$ cat src/rtl/serial_vec_loader_pkg.sv
// serial_vec_loader_pkg: shared constants, state type and slot helper for the serial vector loader
package serial_vec_loader_pkg;
  localparam int N_ELEM = 32;
  localparam int DW = 4;
  localparam int VEC_W = N_ELEM * DW;
  localparam int IDX_W = 5;
  localparam int OFF_W = $clog2(VEC_W);
  localparam int TMR_W = 8;
  localparam int TIMEOUT_DEF = 15;
  typedef enum logic [1:0] {COLLECT, ISSUE, WAIT} state_t;
  function automatic logic [OFF_W-1:0] slot_off(input logic [IDX_W-1:0] idx);
    return OFF_W'((N_ELEM - 1 - int'(idx)) * DW);
  endfunction
endpackage

$ cat src/rtl/serial_vec_loader_nibble_packer.sv
// serial_vec_loader_nibble_packer: writes one nibble per enabled cycle into slot idx of a vector (slot 0 at the MSBs)
module serial_vec_loader_nibble_packer
  import serial_vec_loader_pkg::*;
(
  input  logic             clk,
  input  logic             rst,
  input  logic             we,
  input  logic [IDX_W-1:0] idx,
  input  logic [DW-1:0]    nib,
  output logic [VEC_W-1:0] vec
);
  always_ff @(posedge clk)
    if (rst) vec <= '0;
    else if (we) vec[slot_off(idx) +: DW] <= nib;
endmodule

$ cat src/rtl/serial_vec_loader.sv
// serial_vec_loader: packs 32 nibble-pair beats into I/W and issues them downstream; WEIGHT_REUSE_EN adds s_wkeep weight reuse
module serial_vec_loader
  import serial_vec_loader_pkg::*;
#(
  parameter int TIMEOUT = TIMEOUT_DEF
) (
  input  logic             clk,
  input  logic             rst,
  input  logic             s_valid,
  output logic             s_ready,
  input  logic [DW-1:0]    s_i,
  input  logic [DW-1:0]    s_w,
  input  logic             s_last,
`ifdef WEIGHT_REUSE_EN
  input  logic             s_wkeep,
`endif
  input  logic             down_out_valid,
  output logic             in_valid,
  output logic             weight_valid,
  output logic [VEC_W-1:0] I,
  output logic [VEC_W-1:0] W,
  output logic             frame_err,
  output logic             timeout_err
);
  state_t state, state_nx;
  logic [IDX_W-1:0] idx;
  logic [TMR_W-1:0] timer;
  logic accept, at_end, frame_ok, frame_bad, tmo, keep, keep_now;
  assign accept = s_valid && s_ready;
  assign at_end = idx == IDX_W'(N_ELEM - 1);
  assign frame_ok = accept && at_end && s_last;
  assign frame_bad = accept && (at_end != s_last);
  assign tmo = state == WAIT && !down_out_valid && timer == TMR_W'(TIMEOUT - 1);
`ifdef WEIGHT_REUSE_EN
  logic keep_q;
  always_ff @(posedge clk)
    if (rst) keep_q <= 1'b0;
    else if (accept && idx == '0) keep_q <= s_wkeep;
  assign keep_now = idx == '0 ? s_wkeep : keep_q;
  assign keep = keep_q;
`else
  assign keep_now = 1'b0;
  assign keep = 1'b0;
`endif
  always_ff @(posedge clk)
    state <= rst ? COLLECT : state_nx;
  always_comb
    state_nx = state == COLLECT ? (frame_ok ? ISSUE : COLLECT)
             : state == ISSUE ? WAIT
             : (down_out_valid || tmo) ? COLLECT : WAIT;
  always_comb begin
    s_ready = state == COLLECT;
    in_valid = state == ISSUE;
    weight_valid = state == ISSUE && !keep;
  end
  always_ff @(posedge clk)
    if (rst) begin
      idx <= '0;
      timer <= '0;
      frame_err <= 1'b0;
      timeout_err <= 1'b0;
    end else begin
      idx <= (frame_ok || frame_bad) ? '0 : accept ? idx + 1'b1 : idx;
      timer <= (state == WAIT && state_nx == WAIT) ? timer + 1'b1 : '0;
      frame_err <= frame_bad;
      timeout_err <= tmo;
    end
  serial_vec_loader_nibble_packer u_pack_i (
    .clk(clk),
    .rst(rst),
    .we(accept),
    .idx(idx),
    .nib(s_i),
    .vec(I)
  );
  serial_vec_loader_nibble_packer u_pack_w (
    .clk(clk),
    .rst(rst),
    .we(accept && !keep_now),
    .idx(idx),
    .nib(s_w),
    .vec(W)
  );
endmodule

$ cat config.mk
export PLATFORM = sky130hd
export DESIGN_NAME = serial_vec_loader
export DESIGN_NICKNAME = d
export VERILOG_FILES = /design/src/rtl/serial_vec_loader_pkg.sv /design/src/rtl/serial_vec_loader_nibble_packer.sv /design/src/rtl/serial_vec_loader.sv
export SDC_FILE = /design/constraint.sdc
export NUM_CORES = 1
export LEC_CHECK = 0
export ABC_AREA = 1
export BUFFER_PORTS_ARGS = -buffer_cell sky130_fd_sc_hd__buf_4
export CAP_MARGIN = 30
export CORE_UTILIZATION = 44
export CTS_CLUSTER_DIAMETER = 50
export DETAILED_ROUTE_END_ITERATION = 16
export PLACE_DENSITY = 0.7
export SLEW_MARGIN = 20
export SYNTH_ARGS = -nofsm -noshare
export SYNTH_HDL_FRONTEND = slang
export SYNTH_HIERARCHICAL = 1
export SYNTH_SLANG_ARGS = --single-unit
$ cat constraint.sdc
create_clock -name clk -period 2.1 [get_ports clk]
set_input_delay 0.21 -clock clk [delete_from_list [all_inputs] [get_ports clk]]
set_output_delay 0.21 -clock clk [all_outputs]
set_load 0.01 [all_outputs]
==> reports/qor.yml, run 1 <==
status: "complete, no violations"
fin_cells: 2391
ff2ff_path_depth: 11
grt_overflow_total: 0
io_buffers: 273
grt_max_degree: 55
worstMarginPinSlew_ns: 0.586
synth_edf_count: 0
grt_pass1_vias: 10800
critPathLaunchType: "flop"
hold_depth: 4
syn_inst: 1717
start_util_pct: 44.7
nFillCells: 2494
skew_ns: 0.0149
dpl.cell_count: 2305
r2r_slack_ns: 0.05
area_growth_pct: 34.7
postPlaceCellArea_um2: 14600
fp.coreArea_um2: 26900
num_rows: 60
critPathKind: "reg2reg"
critPathRequiredTime_ns: 2.53
drive_gt1_share_pct: 25.6
regArea_um2: 5470
wl_per_cell_um: 14.7
clock_path_buffers: 3
synth-seq-cells: 273
dieArea_um2: 28000
seq_area_frac_synth_pct: 45.5
first_pass_iters: 7
final_cell_area_um2: 16200
synth_top_area_share_pct: 45.5
post-route-period-util_pct: 97.7
dp_hpwl_um: 24800
clk_pin_slew_ns: 0.06
drv_cap: 0
antenna_found_initial: 0
hold_class: "in2reg"
drtAntennaViolNets: 0
syn_area_per_cell_um2: 7.00
yosysTopAreaCell: "dfxtp_1"
multi_input_area_um2: 5920
grt_usage_pct: 23.7
layout.nets: 2053
ys_dominant_reg_cell: "dfxtp_1"
max_slew_margin_pct: 60.9
vias: 12000
antenna_cells: 0
clock_latency_ns: 0.50
drc: 0
drt_iter0_markers: 1012
arrival_ns: 2.48
synth_area_um2: 12000
cts_num_sinks: 273
max_freq_mhz: 487
power.leakage_nw: 7.27
via_per_inst: 5.02
r2r_start: "idx[1]$_SDFFE_PP0P_"
cts_tree: "yes"
routed_wl_um: 35200
synth_most_common_cell: "nor2_1"
synth_area_leaders: "dfxtp_1, nor2_1, nand2_1"
r2r_end: "u_pack_w/vec[77]$_SDFFE_PP0P_"
report.final.slew_viol_count: 0
finalCriticalPeriod_ns: 2.05
die_w_um: 167
min-delay-start: "down_out_valid"
fp.dieH_um: 167
cts_buffers: 34
final_hold_viol_count: 0
syn-num-nets: 1743
synth_cell_types: 34
gp_congestion: 0.889
worst-path-max-fanout: 5
power_density_nw_per_um2: 747
clockRootBuffer: "clkbuf_16"
holdPathEnd: "timeout_err$_SDFF_PP0_"
synthArstFlopShare_pct: 0
yosys-top-cells-count: "nor2_1, nand2_1, dfxtp_1"
top_level_ports: 274
end_kind: "flop"
h-tree-depth: 2
grt_pass1_wl_um: 54100
rsz0062_at_grt: "yes"
setup_viol: 0
ir_worst_vdd_uv: 597
synth_warnings: 6
cell families (layout without fill, tap and decap cells):
kind of cell,after synthesis,after routing,synth area share (%)
AND/OR/NAND/NOR,1083,1084,39.3
flip-flops,273,273,45.5
buffers and inverters,182,514,6.69
AO/OA/AOI/OAI,161,161,6.77
adder cells (fa/ha/maj),13,13,1.35
XOR/XNOR,5,5,0.365
registers in the layout (all words and copies together), names as in the netlist:
register and count:
timeout_err 1, frame_err 1, u_pack_i/vec 128, timer 8, state 2, idx 5, u_pack_w/vec 128
worst max-delay path by stage:
stage	start	end	slack, ns	cells past startpoint
after floorplan	idx[0]$_SDFFE_PP0P_	u_pack_w/vec[16]$_SDFFE_PP0P_	0.002	10
after global placement	idx[0]$_SDFFE_PP0P_	u_pack_w/vec[112]$_SDFFE_PP0P_	0.07	9
after detailed placement	idx[1]$_SDFFE_PP0P_	u_pack_w/vec[86]$_SDFFE_PP0P_	0.009	10
after CTS	idx[1]$_SDFFE_PP0P_	u_pack_w/vec[86]$_SDFFE_PP0P_	0.002	10
after global routing	idx[0]$_SDFFE_PP0P_	u_pack_w/vec[70]$_SDFFE_PP0P_	-0.02	9
final	idx[1]$_SDFFE_PP0P_	u_pack_w/vec[77]$_SDFFE_PP0P_	0.05	11
per-stage QoR:
| step | power, mW | setup WS [ns] | hold slack (ns) | TNS (ns) | util (%) |
|---|---|---|---|---|---|
| after floorplan | 5.80 | 0.00166 | 0.289 | 0 | - |
| after global placement | 6.06 | 0.0711 | 0.443 | 0 | 54.2 |
| after detailed placement | 6.07 | 0.00913 | 0.445 | 0 | 54.2 |
| after CTS | 12.1 | 0.00237 | 0.0109 | 0 | 58.7 |
| after global routing | 12.5 | -0.0235 | 0.0388 | -0.166 | 60.2 |
| final | 12.1 | 0.0483 | 0.0282 | 0 | 60.2 |
critical path: stages (launching register included):
cell	delay, ns
dfxtp_2	0.34
buf_4	0.15
ha_2	0.21
nand2_2	0.11
inv_1	0.07
nor2_4	0.17
buf_2	0.19
buf_4	0.13
nand4_1	0.26
nand3_1	0.18
nand2_1	0.07
nor2_1	0.09
report_power, final:
| part | internal, mW | switching (mW) |
|---|---|---|
| clock network | 3.82 | 2.25 |
| logic | 0.260 | 0.510 |
| registers | 5.22 | 0.0280 |
| total | 9.29 | 2.79 |
layout by cell type, fill, tap and decap left out, drive strengths merged, types with 18 or more instances in the layout:
cell type,count
nor2,488
nand2,414
buf,345
dfxtp,273
nand3,121
inv,109
a21oi,97
o21ai,64
clkbuf,47
nand4,33
nor3,18
routing by layer:
metal / up-vias / GRT usage (%) / wire length (µm)
met5: - / 0 / 0
met4: 0 / 7.94 / 908
met3: 80 / 5.11 / 2520
met2: 412 / 41.3 / 17000
met1: 5475 / 28.8 / 14800
li1: 6043 / - / -
area by class of cell:
type / count / area share (%)
clock buffer: 45 / 6.10
tap: 341 / 2.64
multi-input combinational: 1263 / 36.6
sequential: 273 / 33.8
timing repair buffer: 350 / 17.2
inverter: 105 / 2.44
clock inverter: 14 / 1.21
what timing repair did:
action,in CTS,in global routing
buffers inserted,0,21
endpoints found under the setup margin,0,221
endpoints found under the hold margin,2,0
gates resized for setup,0,59
hold buffers,3,0
Power figures use the tool's default switching activity.
==> run 2, diff against run 1 <==
--- a/config.mk
+++ b/config.mk
@@ -5,13 +5,11 @@
 export SDC_FILE = /design/constraint.sdc
 export NUM_CORES = 1
 export LEC_CHECK = 0
-export ABC_AREA = 1
 export BUFFER_PORTS_ARGS = -buffer_cell sky130_fd_sc_hd__buf_4
 export CAP_MARGIN = 30
-export CORE_UTILIZATION = 44
+export CORE_UTILIZATION = 30
 export CTS_CLUSTER_DIAMETER = 50
 export DETAILED_ROUTE_END_ITERATION = 16
-export PLACE_DENSITY = 0.7
 export SLEW_MARGIN = 20
 export SYNTH_ARGS = -nofsm -noshare
 export SYNTH_HDL_FRONTEND = slang
==> run 2 against run 1 <==
Effect of this change: hold slack better by 0.076 ns; sequential power decreased by 0.8%; clock power fell by 7.2%; largest power group unchanged; die area increased by 49%; fmax is 3.8% higher; utilization down 18 points; final area grew 3.2%; largest cell class unchanged; cell count is 14% lower.
==> reports/qor.yml, run 2 <==
dp_hpwl_um: 26800
setup_viol: 0
gp_congestion: 0.796
crit_chain: "buf_4 > inv_1 > ha_2 > nor4_2 > nand2_1 > mux2i_1"
skew_ns: 0.0170
drv_cap: 0
drive_gt1_share_pct: 31.0
startpoint: "idx[1]$_SDFFE_PP0P_"
power_density_nw_per_um2: 680
critPathTopFamily: "simple AND/OR/NAND/NOR gates"
clockRootBuffer: "clkbuf_16"
synth_compound_area_share_pct: 7.11
max_slew_margin_pct: 54.7
ys_dominant_reg_cell: "dfxtp_1"
ir_worst_vdd_uv: 564
max_stage_delay_ns: 0.49
fp.dieH_um: 204
antenna_found_initial: 0
die_w_um: 204
via_per_inst: 4.69
post-route-period-util_pct: 94.1
nFillCells: 3859
regArea_um2: 5480
rsz0062_at_grt: "no"
synth_top_area_share_pct: 44.5
synth_most_common_cell: "dfxtp_1"
worst-path-max-fanout: 9
layout.nets: 1534
arrival_ns: 2.41
cp_slowest_cell: "nor4_2"
max_freq_mhz: 506
syn_inst: 1178
hold_class: "in2reg"
cts_buffers: 34
first_pass_iters: 5
worstMarginPinSlew_ns: 0.674
syn-num-nets: 1204
final_hold_viol_count: 0
synthAdderAreaFrac_pct: 1.33
grt_usage_pct: 16.7
num_rows: 73
muxShareOfSynthArea_pct: 21.0
status: "complete, no violations"
power.leakage_nw: 7.57
layout_commonest_cell: "buf_4"
synth-xor-area-share_pct: 1.07
syn_area_per_cell_um2: 10.4
grt_pass1_vias: 9293
synth_area_leaders: "dfxtp_1, mux2i_1, nand2b_1"
clk_pin_slew_ns: 0.06
finalCriticalPeriod_ns: 1.98
critPathKind: "reg2reg"
end_kind: "flop"
drc: 0
grt_pass1_wl_um: 54500
power.total_mw: 11.4
clock_latency_ns: 0.54
synthArstFlopShare_pct: 0
critPathRequiredTime_ns: 2.54
drt_iter0_markers: 515
grt_max_degree: 81
final_cell_mix: "buf_4, nand2b_1, dfxtp_1"
min-delay-start: "rst"
fp.coreArea_um2: 40000
synth_top_family_by_area: "simple AND/OR/NAND/NOR gates"
cts_tree: "yes"
critPathLaunchType: "flop"
path_buf_inv: 2
vias: 9622
yosys-top-cells-count: "dfxtp_1, nand2b_1, mux2i_1"
start_util_pct: 30.7
synth_area_um2: 12300
io_buffers: 273
synth_warnings: 6
wl_per_cell_um: 17.7
clock_path_buffers: 3
yosysTopAreaCell: "dfxtp_1"
report.final.slew_viol_count: 0
synthSimpleGateAreaFrac_pct: 22.1
multi_input_area_um2: 6620
synth_edf_count: 0
drtAntennaViolNets: 0
final_cell_area_um2: 16700
routed_wl_um: 36300
h-tree-depth: 2
synth-seq-cells: 273
top_level_ports: 274
area_growth_pct: 36.0
grt_overflow_total: 0
dieArea_um2: 41700
antenna_cells: 0
postPlaceCellArea_um2: 15300
synth_cell_types: 70
seq_area_frac_synth_pct: 44.5
top_regs: "u_pack_i/vec: 128 flops, u_pack_w/vec: 128 flops, timer: 8 flops"
r2r_start: "idx[1]$_SDFFE_PP0P_"
cts_num_sinks: 273
==> run 2: cell count changes in the layout (fill, tap and decap cells not counted), sizes merged, moves of 23 or more <==
cell,before,now
nor2,488,25
inv,109,15
nand4,33,10
a21oi,97,13
o21ai,64,8
mux2i,0,256
nand2b,0,271
nand3,121,37
nand2,414,58
==> run 2: cell type report <==
cell class / count / share of cell area (%)
repair buffers: 355 / 16.8
well taps: 525 / 3.94
clock buffers: 47 / 5.82
inverters: 15 / 0.367
multi-input cells: 829 / 39.6
flip-flops and latches: 273 / 32.8
clock inverters: 8 / 0.607
==> run 2: kinds of logic after synthesis <==
logic type / Yosys count
flops: 273
fa+ha+maj: 13
compound gates: 83
simple gates: 463
xor+xnor: 12
buf+inv: 77
mux: 257
==> run 2: what timing repair did <==
action / 4_1_cts / 5_1_grt
pin swaps: 1 / 11
setup endpoints to repair: 63 / 134
cloned: 0 / 1
hold buffers: 10 / 0
endpoints found under the hold margin: 11 / 0
buffers inserted: 0 / 11
gates resized for setup: 12 / 18
==> run 2: worst paths after layout <==
path / slack, ns / cells after the start / to
worst max-delay path: 0.12 / 6 / u_pack_w/vec[110]$_SDFFE_PP0P_
worst min-delay path: 0.10 / 2 / u_pack_w/vec[1]$_SDFFE_PP0P_
worst max register to register: 0.12 / 6 / u_pack_w/vec[110]$_SDFFE_PP0P_
worst min register to register: 0.47 / 2 / u_pack_w/vec[15]$_SDFFE_PP0P_
==> run 2: metal layers <==
layer  GRT usage (%)  part of all wire (%)  vias to the layer above
met2            27.0                    47                      239
met5               0                     0                        -
met3            2.97                   4.7                       48
li1                -                     -                     4716
met4            6.05                   2.5                        0
met1            22.2                    45                     4619
==> run 2: power breakdown <==
group / total, mW / switching (mW) / internal [mW]
clock: 5.63 / 2.27 / 3.36
sequential: 5.20 / 0.0107 / 5.19
combinational: 0.514 / 0.289 / 0.225
==> run 2: through the flow <==
step	TNS (ns)	hold slack, ns	worst slack (ns)	instances	util [%]
after global routing	0	0.147	0.0103	2052	41.7
after floorplan	-0.740	0.330	-0.0873	1178	-
final	0	0.105	0.123	2052	41.7
after global placement	-2.63	0.461	-0.115	1975	38.2
after detailed placement	-3.42	0.462	-0.142	1975	38.2
after CTS	0	0.0938	0.00371	2040	41.3
==> run 2: worst reg2reg max path, cell delays in order (launching register included) <==
cell	delay, ns
dfxtp_4	0.39
buf_4	0.18
inv_1	0.08
ha_2	0.31
nor4_2	0.49
nand2_1	0.26
mux2i_1	0.19
